**src/rtl/mcpu_param.sv**
```systemverilog
// mcpu_param: parametrised multi-cycle accumulator processor.
// Unified instruction/data memory of 2^ADDR_W words x DATA_W bits, with a
// program-load write port (active only while halted) and a combinational
// debug read port.
// Optional feature macro: MCPU_INDIRECT_EN enables indirect addressing
// (the AM bit and the IND/PTR states). Without it, every instruction uses
// direct addressing and the IND/PTR encodings fall back to HALT.
module mcpu_param #(
    parameter int DATA_W = 16,
    parameter int ADDR_W = 5
) (
    input  logic              clk,
    input  logic              reset,
    input  logic              run,
    input  logic              prog_we,
    input  logic [ADDR_W-1:0] prog_addr,
    input  logic [DATA_W-1:0] prog_data,
    input  logic [ADDR_W-1:0] dbg_addr,
    output logic [DATA_W-1:0] dbg_data,
    output logic [2:0]        state,
    output logic [ADDR_W-1:0] pc,
    output logic [DATA_W-1:0] ac,
    output logic              carry,
    output logic              halted
);

    typedef enum logic [2:0] {
        S_HALT   = 3'd0,
        S_FETCH  = 3'd1,
        S_DECODE = 3'd2,
        S_IND    = 3'd3,
        S_PTR    = 3'd4,
        S_READ   = 3'd5,
        S_EXEC   = 3'd6
    } state_e;

    localparam logic [2:0] OP_NOT  = 3'b000;
    localparam logic [2:0] OP_ADC  = 3'b001;
    localparam logic [2:0] OP_JPA  = 3'b010;
    localparam logic [2:0] OP_INCA = 3'b011;
    localparam logic [2:0] OP_STA  = 3'b100;
    localparam logic [2:0] OP_LDA  = 3'b101;
    localparam logic [2:0] OP_JPZ  = 3'b110;
    localparam logic [2:0] OP_HLT  = 3'b111;

    localparam int DEPTH = 1 << ADDR_W;

    state_e            state_q, state_d;
    logic [ADDR_W-1:0] pc_q, pc_d;
    logic [ADDR_W-1:0] ma_q, ma_d;
    logic [DATA_W-1:0] ac_q, ac_d;
    logic [DATA_W-1:0] ir_q, ir_d;
    logic [DATA_W-1:0] md_q, md_d;
    logic              carry_q, carry_d;

    // Memory has no reset; contents survive a processor reset.
    logic [DATA_W-1:0] mem_q [0:DEPTH-1];

    logic              mem_we;
    logic [ADDR_W-1:0] mem_waddr;
    logic [DATA_W-1:0] mem_wdata;

    logic [2:0]        op;
    logic              am;
    logic              ac_zero;
    logic              needs_read;
    logic [DATA_W:0]   adc_sum;
    logic [DATA_W:0]   inc_sum;

    // The middle instruction bits are don't-care operand padding.
    logic              unused_ir;
    assign unused_ir = ^ir_q;

    assign op         = ir_q[DATA_W-1 -: 3];
    assign ac_zero    = (ac_q == '0);
    assign needs_read = (op == OP_ADC) || (op == OP_LDA);

`ifdef MCPU_INDIRECT_EN
    assign am = ir_q[DATA_W-4];
`else
    assign am = 1'b0;
`endif

    // Arithmetic is done one bit wider so the MSB lands in carry.
    assign adc_sum = {1'b0, ac_q} + {1'b0, md_q} + (DATA_W+1)'(carry_q);
    assign inc_sum = {1'b0, ac_q} + (DATA_W+1)'(1);

    assign dbg_data = mem_q[dbg_addr];
    assign state    = state_q;
    assign pc       = pc_q;
    assign ac       = ac_q;
    assign carry    = carry_q;
    assign halted   = (state_q == S_HALT);

    // Next-state, datapath and memory-write control for the instruction FSM.
    always_comb begin
        state_d   = state_q;
        pc_d      = pc_q;
        ma_d      = ma_q;
        ac_d      = ac_q;
        ir_d      = ir_q;
        md_d      = md_q;
        carry_d   = carry_q;
        mem_we    = 1'b0;
        mem_waddr = prog_addr;
        mem_wdata = prog_data;

        case (state_q)
            S_HALT: begin
                // Program-load writes land on the same edge run is taken,
                // so the first FETCH already sees them.
                if (prog_we) begin
                    mem_we = 1'b1;
                end
                if (run) begin
                    state_d = S_FETCH;
                end
            end

            S_FETCH: begin
                ir_d    = mem_q[pc_q];
                state_d = S_DECODE;
            end

            S_DECODE: begin
                pc_d = pc_q + ADDR_W'(1);
                ma_d = ir_q[ADDR_W-1:0];
                case (op)
                    OP_NOT, OP_INCA: state_d = S_EXEC;
                    OP_HLT:          state_d = S_HALT;
                    // Jump condition is judged here, on the current AC.
                    OP_JPA: begin
                        if (ac_zero)  state_d = S_FETCH;
                        else if (am)  state_d = S_IND;
                        else          state_d = S_EXEC;
                    end
                    OP_JPZ: begin
                        if (!ac_zero) state_d = S_FETCH;
                        else if (am)  state_d = S_IND;
                        else          state_d = S_EXEC;
                    end
                    OP_ADC, OP_LDA: state_d = am ? S_IND : S_READ;
                    default:        state_d = am ? S_IND : S_EXEC;
                endcase
            end

`ifdef MCPU_INDIRECT_EN
            S_IND: begin
                md_d    = mem_q[ma_q];
                state_d = S_PTR;
            end

            S_PTR: begin
                ma_d    = md_q[ADDR_W-1:0];
                state_d = needs_read ? S_READ : S_EXEC;
            end
`endif

            S_READ: begin
                md_d    = mem_q[ma_q];
                state_d = S_EXEC;
            end

            S_EXEC: begin
                state_d = S_FETCH;
                case (op)
                    OP_NOT:  ac_d = ~ac_q;
                    OP_ADC:  {carry_d, ac_d} = adc_sum;
                    OP_INCA: {carry_d, ac_d} = inc_sum;
                    OP_LDA: begin
                        ac_d    = md_q;
                        carry_d = 1'b0;
                    end
                    OP_STA: begin
                        mem_we    = 1'b1;
                        mem_waddr = ma_q;
                        mem_wdata = ac_q;
                    end
                    // Only taken jumps reach EXEC.
                    OP_JPA, OP_JPZ: pc_d = ma_q;
                    default: ;
                endcase
            end

            // Unused encodings (and IND/PTR when indirect is off) park in HALT.
            default: state_d = S_HALT;
        endcase
    end

    // Processor registers; reset clears everything except memory.
    always_ff @(posedge clk) begin
        if (reset) begin
            state_q <= S_HALT;
            pc_q    <= '0;
            ma_q    <= '0;
            ac_q    <= '0;
            ir_q    <= '0;
            md_q    <= '0;
            carry_q <= 1'b0;
        end else begin
            state_q <= state_d;
            pc_q    <= pc_d;
            ma_q    <= ma_d;
            ac_q    <= ac_d;
            ir_q    <= ir_d;
            md_q    <= md_d;
            carry_q <= carry_d;
        end
    end

    // Memory write port; a reset edge suppresses any pending write.
    always_ff @(posedge clk) begin
        if (!reset && mem_we) begin
            mem_q[mem_waddr] <= mem_wdata;
        end
    end

endmodule

```
**config.mk**
```make
export PLATFORM = sky130hd
export DESIGN_NAME = mcpu_param
export DESIGN_NICKNAME = d
export VERILOG_FILES = /design/src/rtl/mcpu_param.sv
export SDC_FILE = /design/constraint.sdc
export NUM_CORES = 1
export LEC_CHECK = 0
export BUFFER_PORTS_ARGS = -buffer_cell sky130_fd_sc_hd__buf_2
export CAP_MARGIN = 20
export CORE_ASPECT_RATIO = 1.4
export CORE_MARGIN = 2
export CORE_UTILIZATION = 56
export DETAILED_ROUTE_END_ITERATION = 8
export GPL_TIMING_DRIVEN = 0
export PLACE_DENSITY = 0.7
export SYNTH_ARGS = -nofsm -noshare
export SYNTH_HDL_FRONTEND = slang
export SYNTH_SLANG_ARGS = --single-unit
export TNS_END_PERCENT = 1
```
**constraint.sdc**
```tcl
create_clock -name clk -period 8.4 [get_ports clk]
set_input_delay 0.42 -clock clk [delete_from_list [all_inputs] [get_ports clk]]
set_output_delay 0.42 -clock clk [all_outputs]
set_load 0.02 [all_outputs]
```
==> results of run 1 <==
-- cell type report --
class / instances / area, sq um
fill: 3660 / 18830
sequential: 566 / 16460
multi-input combinational: 1013 / 12440
clock buffer: 68 / 1425
timing repair buffer: 106 / 994.7
tap: 707 / 884.6
buffer: 140 / 628.1
clock inverter: 33 / 436.7
inverter: 14 / 52.55
-- worst max-delay path, delay by kind of cell (launching register included) --
kind | cells | cell delay (ps)
simple gates | 4 | 1510
buf+inv | 5 | 1070
compound gates | 1 | 730
flops | 1 | 400
-- routing by layer --
metal	vias up	GRT usage (%)	part of all wire, %
met1	10105	49.30	34
met2	1529	59.65	47
met5	-	0	0.035
met4	6	22.30	7.1
li1	7659	-	-
met3	303	10.07	12
-- cell usage in the layout (no fill, tap or decap), drive strengths merged, types with 4 or more instances in the layout --
master | synthesis | layout
xnor2 | 12 | 12
and2 | 10 | 10
clkinv | 3 | 20
ha | 18 | 18
and3 | 10 | 10
dfxtp | 54 | 54
nand3b | 4 | 4
buf | 69 | 172
mux2i | 68 | 68
o21a | 5 | 5
xor2 | 6 | 6
nor3 | 14 | 14
nand2 | 111 | 111
nor2 | 71 | 71
a31oi | 10 | 10
nand3 | 14 | 14
edfxtp | 512 | 512
a21o | 5 | 5
o221ai | 8 | 8
clkbuf | 71 | 142
nor2b | 6 | 6
inv | 11 | 14
a221oi | 20 | 20
nand4 | 7 | 7
a311oi | 4 | 4
mux2 | 47 | 47
o22ai | 19 | 19
a211oi | 18 | 18
bufinv | 0 | 10
mux4 | 352 | 352
o211ai | 24 | 24
a21oi | 44 | 44
nand2b | 9 | 9
or3 | 6 | 6
o21ai | 58 | 58
-- sequential cells by signal, indices dropped and copies added (netlist names) --
name,flops
ir_q,8
carry,1
pc,5
md_q,16
ac,16
ma_q,5
state,3
mem_q,512
-- metrics by stage --
stage | total power, mW | instance area (sq um)
floorplan | 3.535 | 29500
global placement | 3.764 | 30720
detailed placement | 3.781 | 31440
CTS | 6.346 | 33300
global route | 6.487 | 33320
finish | 6.364 | 33320
-- cell families (layout without fill, tap and decap cells) --
family / Yosys count / after routing
DFF: 566 / 566
adders and majority gates: 20 / 20
and+or+nand+nor: 274 / 274
buffers and inverters: 154 / 361
AOI/OAI and AO/OA: 234 / 234
muxes: 467 / 467
xor gates and xnor gates: 18 / 18
-- final timing paths --
kind,to,slack (ps),cells after the start
max,mem_q[26][10],4360,10
min,state[2],150,3
max reg2reg,mem_q[26][10],4360,10
min reg2reg,ir_q[1],440,2
-- power by group through the flow --
stage	registers (mW)	logic [mW]	clock network (mW)
after floorplan	3.16	0.375	0
after global placement	3.16	0.601	0
after detailed placement	3.16	0.618	0
after CTS	3.10	0.621	2.62
after global routing	3.10	0.654	2.73
final	3.10	0.638	2.62
-- cell usage after synthesis, drive strengths merged (3+ instances only) --
cell type / number
edfxtp: 512
dfxtp: 54
o211ai: 24
a221oi: 20
nor2b: 6
a21o: 5
o21a: 5
nor3: 14
mux2i: 68
o22ai: 19
nor4: 3
ha: 18
buf: 69
o2111ai: 3
nand3b: 4
nand2b: 9
mux2: 47
o21ai: 58
nand4: 7
a31oi: 10
and3: 10
o221ai: 8
a311oi: 4
nand3: 14
xnor2: 12
nand2: 111
mux4: 352
a211oi: 18
nor2: 71
clkinv: 3
xor2: 6
inv: 11
or3: 6
a21oi: 44
and2: 10
clkbuf: 71
==> run_results.csv, run 1 <==
group,metric,value,unit
min_path,min_from,"run",
clock_tree,ctsResizeCount,0,
sta,fin_crit,4036,ps
sta,setup-violations-final,0,
synthesis,ys_warn_count,0,
layout,syn_to_final_growth,12.97,%
sta,worst_pin_slew,1312,ps
synthesis,synth_top_area_cell,"edfxtp_1",
power,pwr-share-clk,41.2,%
power,comb_power_share,10.0,%
die,pin_count,72,
die,core,52150,sq um
synthesis,synthDistinctLibCells,63,
die,dieArea,54550,sq um
placement,port_buffers,67,
clock_tree,clock-sinks,566,
clock_tree,clock_latency,640,ps
worst_setup_path,crit_top_cell,"buf_2",
worst_setup_path,crit_chain,"buf_2, nand3b_4, or3_1, buf_2, buf_6, buf_2, o21ai_0, nand2_1, nor2_2, buf_8",
clock_tree,cts_made_buffers,55,
synthesis,ys_seq_elements,566,
sta,fin_ws,4364,ps
die,start_util,56.56,%
detailed_routing,via_per_inst,7.405,
layout,drive_above_1_share,34.79,%
global_routing,grt_max_degree,33,
power,power_frac_seq,48.8,%
detailed_routing,drtAntennaViolNets,0,
sta,drv_slew,0,
placement,dp_cells,2543,
sta,fin_setup_tns,0,ps
synthesis,synth_edf_count,512,
detailed_routing,drc_errors,0,
sta,hold_viol_final,0,
worst_setup_path,cp_max_fo,10,
clock_tree,clkTransAtPathRegs,70,ps
placement,gp_congestion,1.038,
worst_setup_path,critPathLaunch,"state[2]",
synthesis,synthArstFlopShare,0,%
min_path,min_path_type,"in2reg",
sta,clock.fmax,0.2478,GHz
worst_setup_path,startpoint_type,"register",
run,maxCapViolCount,0,
power,p_sw_share,23.99,%
die,rows,99,
worst_setup_path,required,8720,ps
placement,post-place-ws,4594,ps
global_routing,grt-ovfl-total,0,
synthesis,yosys.area_share.simple,4.301,%
synthesis,synth_top_family_by_area,"multiplexers",
placement,place_hpwl,73.99,mm
synthesis,synth-adder-area-share,0.8993,%
sta,fin_crit_sh,48.05,%
synthesis,synth_area_leaders,"edfxtp_1, mux4_2, dfxtp_1, mux2i_1, mux2_2",
power,switchingPower,1.527,mW
layout,stdcell_count,2647,
synthesis,ys_seq_area_share,55.79,%
worst_setup_path,slowest_delay,730,ps
layout,antenna_cells,0,
clock_tree,h-tree-depth,2,
layout,fin_util,63.90,%
sta,clock-skew-final,32.67,ps
synthesis,ys.flop_type,"edfxtp_1",
synthesis,netlist_area,29500,sq um
power,ir_drop,150.0,uV
detailed_routing,wire_per_inst,38.40,um
clock_tree,cts_hold_buffers,0,
layout,fin_nets,1946,
synthesis,synthMuxAreaShare,30.99,%
clock_tree,ctsLongestPathBuffers,3,
power,p_int,4.837,mW
clock_tree,post_cts_buffers,0,
sta,hold_ws,153.1,ps
synthesis,synth.top_cell.area_share,52.13,%
worst_setup_path,crit_path_end_kind,"register",
global_routing,antenna_found_initial,3,
synthesis,syn_inst,1733,
synthesis,synth-xor-area-share,0.5345,%
synthesis,syn_avg_cell_area,17.02,sq um
global_routing,grt_pass1_vias,19177,
sta,max_slew_margin,11.59,%
worst_setup_path,cp_slowest_cell,"o21ai_0",
sta,rsz0062_at_grt,"no",
die,die_w,198.0,um
global_routing,grt_pass1_wl,142.7,mm
clock_tree,root_buffer,"clkbuf_16",
detailed_routing,via_count,19602,
synthesis,synth-compound-area-share,5.175,%
worst_setup_path,critical_path_class,"reg2reg",
clock_tree,cts_tree,"yes",
outcome,outcome,"complete, no violations",
power,power_density,191.0,nW/um^2
detailed_routing,firstDrtPassIters,6,
global_routing,grtUsageTotal,38.33,%
worst_setup_path,cp.arrival,4360,ps
detailed_routing,drtIter0Drc,2782,
power,p_leak,10.37,nW
die,die_y,275.6,um
detailed_routing,finalWirelength,101.6,mm
synthesis,syn_nets,1783,
worst_setup_path,reg2reg_from,"state[2]",
(Power assumes the default switching activity.)
==> inputs of run 2 (changes only) <==
- clock period: 8.4 -> 3.9 ns (I/O delays scaled with it)
==> run 2 against run 1 <==
Compared with the run above:
- global-route usage is essentially flat
- clock power grew 120%
- maximum frequency grew 4.9%
- via count shrank 0.59%
- final area is essentially flat
==> run_results.csv, run 2 (same netlist as run 1, synthesis figures left out) <==
group,metric,value,unit
sta,setup-violations-final,0,
placement,place_hpwl,73.99,mm
die,core,52150,sq um
clock_tree,clock-sinks,566,
global_routing,grtUsageTotal,38.34,%
die,rows,99,
layout,ff_latch_area,16460,sq um
run,maxCapViolCount,0,
layout,largest-register,"mem_q",
worst_setup_path,cp.arrival,4170,ps
die,die_w,198.0,um
worst_setup_path,crit_path_end_kind,"register",
layout,stdcell_count,2648,
detailed_routing,drtAntennaViolNets,0,
placement,gp_congestion,1.038,
detailed_routing,finalWirelength,101.7,mm
clock_tree,h-tree-depth,2,
placement,post-place-ws,93.75,ps
die,dieArea,54550,sq um
worst_setup_path,critical_path_class,"reg2reg",
layout,layout_commonest_cell,"edfxtp_1",
worst_setup_path,cp_slowest_cell,"o21ai_0",
layout,n_fill_cell,3659,
layout,largest_reg_flops,512,
sta,clock-skew-final,30.89,ps
worst_setup_path,cp_max_fo,10,
layout,fin_util,63.92,%
sta,fin_crit,3849,ps
sta,fin_setup_tns,0,ps
power,ir_drop,323.9,uV
sta,worst_pin_slew,1345,ps
sta,hold_viol_final,0,
die,pin_count,72,
power,p_leak,10.37,nW
outcome,outcome,"complete, no violations",
global_routing,grt_pass1_vias,19180,
layout,fin_nets,1947,
layout,syn_to_final_growth,13.01,%
global_routing,grt-ovfl-total,0,
clock_tree,post_cts_buffers,0,
global_routing,antenna_found_initial,3,
sta,clock.fmax,0.2598,GHz
clock_tree,ctsLongestPathBuffers,3,
power,power_density,411.0,nW/um^2
layout,drive_above_1_share,34.78,%
die,start_util,56.56,%
clock_tree,root_buffer,"clkbuf_16",
worst_setup_path,startpoint_type,"register",
global_routing,grt_max_degree,33,
power,total_power,13.70,mW
clock_tree,cts_made_buffers,55,
sta,max_slew_margin,9.402,%
worst_setup_path,crit_top_cell,"buf_2",
clock_tree,cts_tree,"yes",
worst_setup_path,critical_path_buf_inv_count,5,
layout,antenna_cells,0,
detailed_routing,via_count,19487,
worst_setup_path,slowest_delay,580,ps
detailed_routing,wire_per_inst,38.39,um
worst_setup_path,crit_chain,"buf_2, nand3b_4, or3_1, buf_2, buf_6, buf_2, o21ai_0, nand2_1, nor2_2, buf_8",
global_routing,grt_pass1_wl,142.7,mm
placement,dp_cells,2543,
clock_tree,clock_latency,640,ps
sta,drv_slew,0,
detailed_routing,via_per_inst,7.359,
placement,port_buffers,67,
clock_tree,clkTransAtPathRegs,70,ps
die,die_y,275.6,um
sta,fin_crit_sh,98.68,%
sta,hold_ws,78.05,ps
detailed_routing,firstDrtPassIters,6,
placement,placed_cell_area,31440,sq um
worst_setup_path,cp_top_family,"simple AND/OR/NAND/NOR gates",
min_path,min_path_type,"in2reg",
sta,rsz0062_at_grt,"no",
layout,layout_common_cells,"edfxtp_1, mux4_2, buf_2",
sta,fin_ws,51.33,ps
layout,design_area,33330,sq um
detailed_routing,drtIter0Drc,2792,
layout,multi_input_area,12440,sq um
worst_setup_path,required,4220,ps
detailed_routing,drc_errors,0,
## run 2: changes by cell type in the layout (fill, tap and decap cells not counted)
cell / before / now
dlygate4sd3_1: 0 / 1
o21ai_1: 0 / 1
o21ai_0: 56 / 55
## run 2: area by class of cell
class	instances	share of cell area (%)
buffer	140	1.884
clock inverter	33	1.310
clock buffer	68	4.276
multi-input combinational	1013	37.33
tap	707	2.654
sequential	566	49.37
inverter	14	0.1577
timing repair buffer	107	3.014
## run 2: repair_timing
action | in CTS | in global routing
hold buffers | 1 | 0
endpoints found under the setup margin | 0 | 97
resized for setup | 0 | 1
hold endpoints to repair | 3 | 0
## run 2: worst paths after layout
check                           depth (start not counted)  slack [ps]    startpoint       endpoint
worst max register to register                         10          50      state[2]  mem_q[10][12]
worst min-delay path                                    3          80  prog_data[0]   mem_q[22][0]
worst min register to register                          2         450       ir_q[0]        ir_q[0]
worst max-delay path                                   10          50      state[2]  mem_q[10][12]
## run 2: tightest hold or removal path, delay by kind of cell
family	cells	cell delay [ps]
AND/OR/NAND/NOR	1	70
AO/OA/AOI/OAI	1	200
buffers and inverters	1	80
## run 2: per-layer routing
metal	up-vias	share of wire [%]	global-route usage, %
met1	10034	34	49.57
met3	296	12	10.01
met5	-	0.035	0
met4	6	7.2	22.20
li1	7669	-	-
met2	1482	47	59.50
## run 2: report_power, final
part	internal, mW	switching, mW	total (mW)	leakage, nW
combinational	0.508	0.868	1.38	4.44
clock	3.26	2.38	5.64	0.894
sequential	6.65	0.0338	6.68	5.04
total	10.4	3.28	13.7	10.4
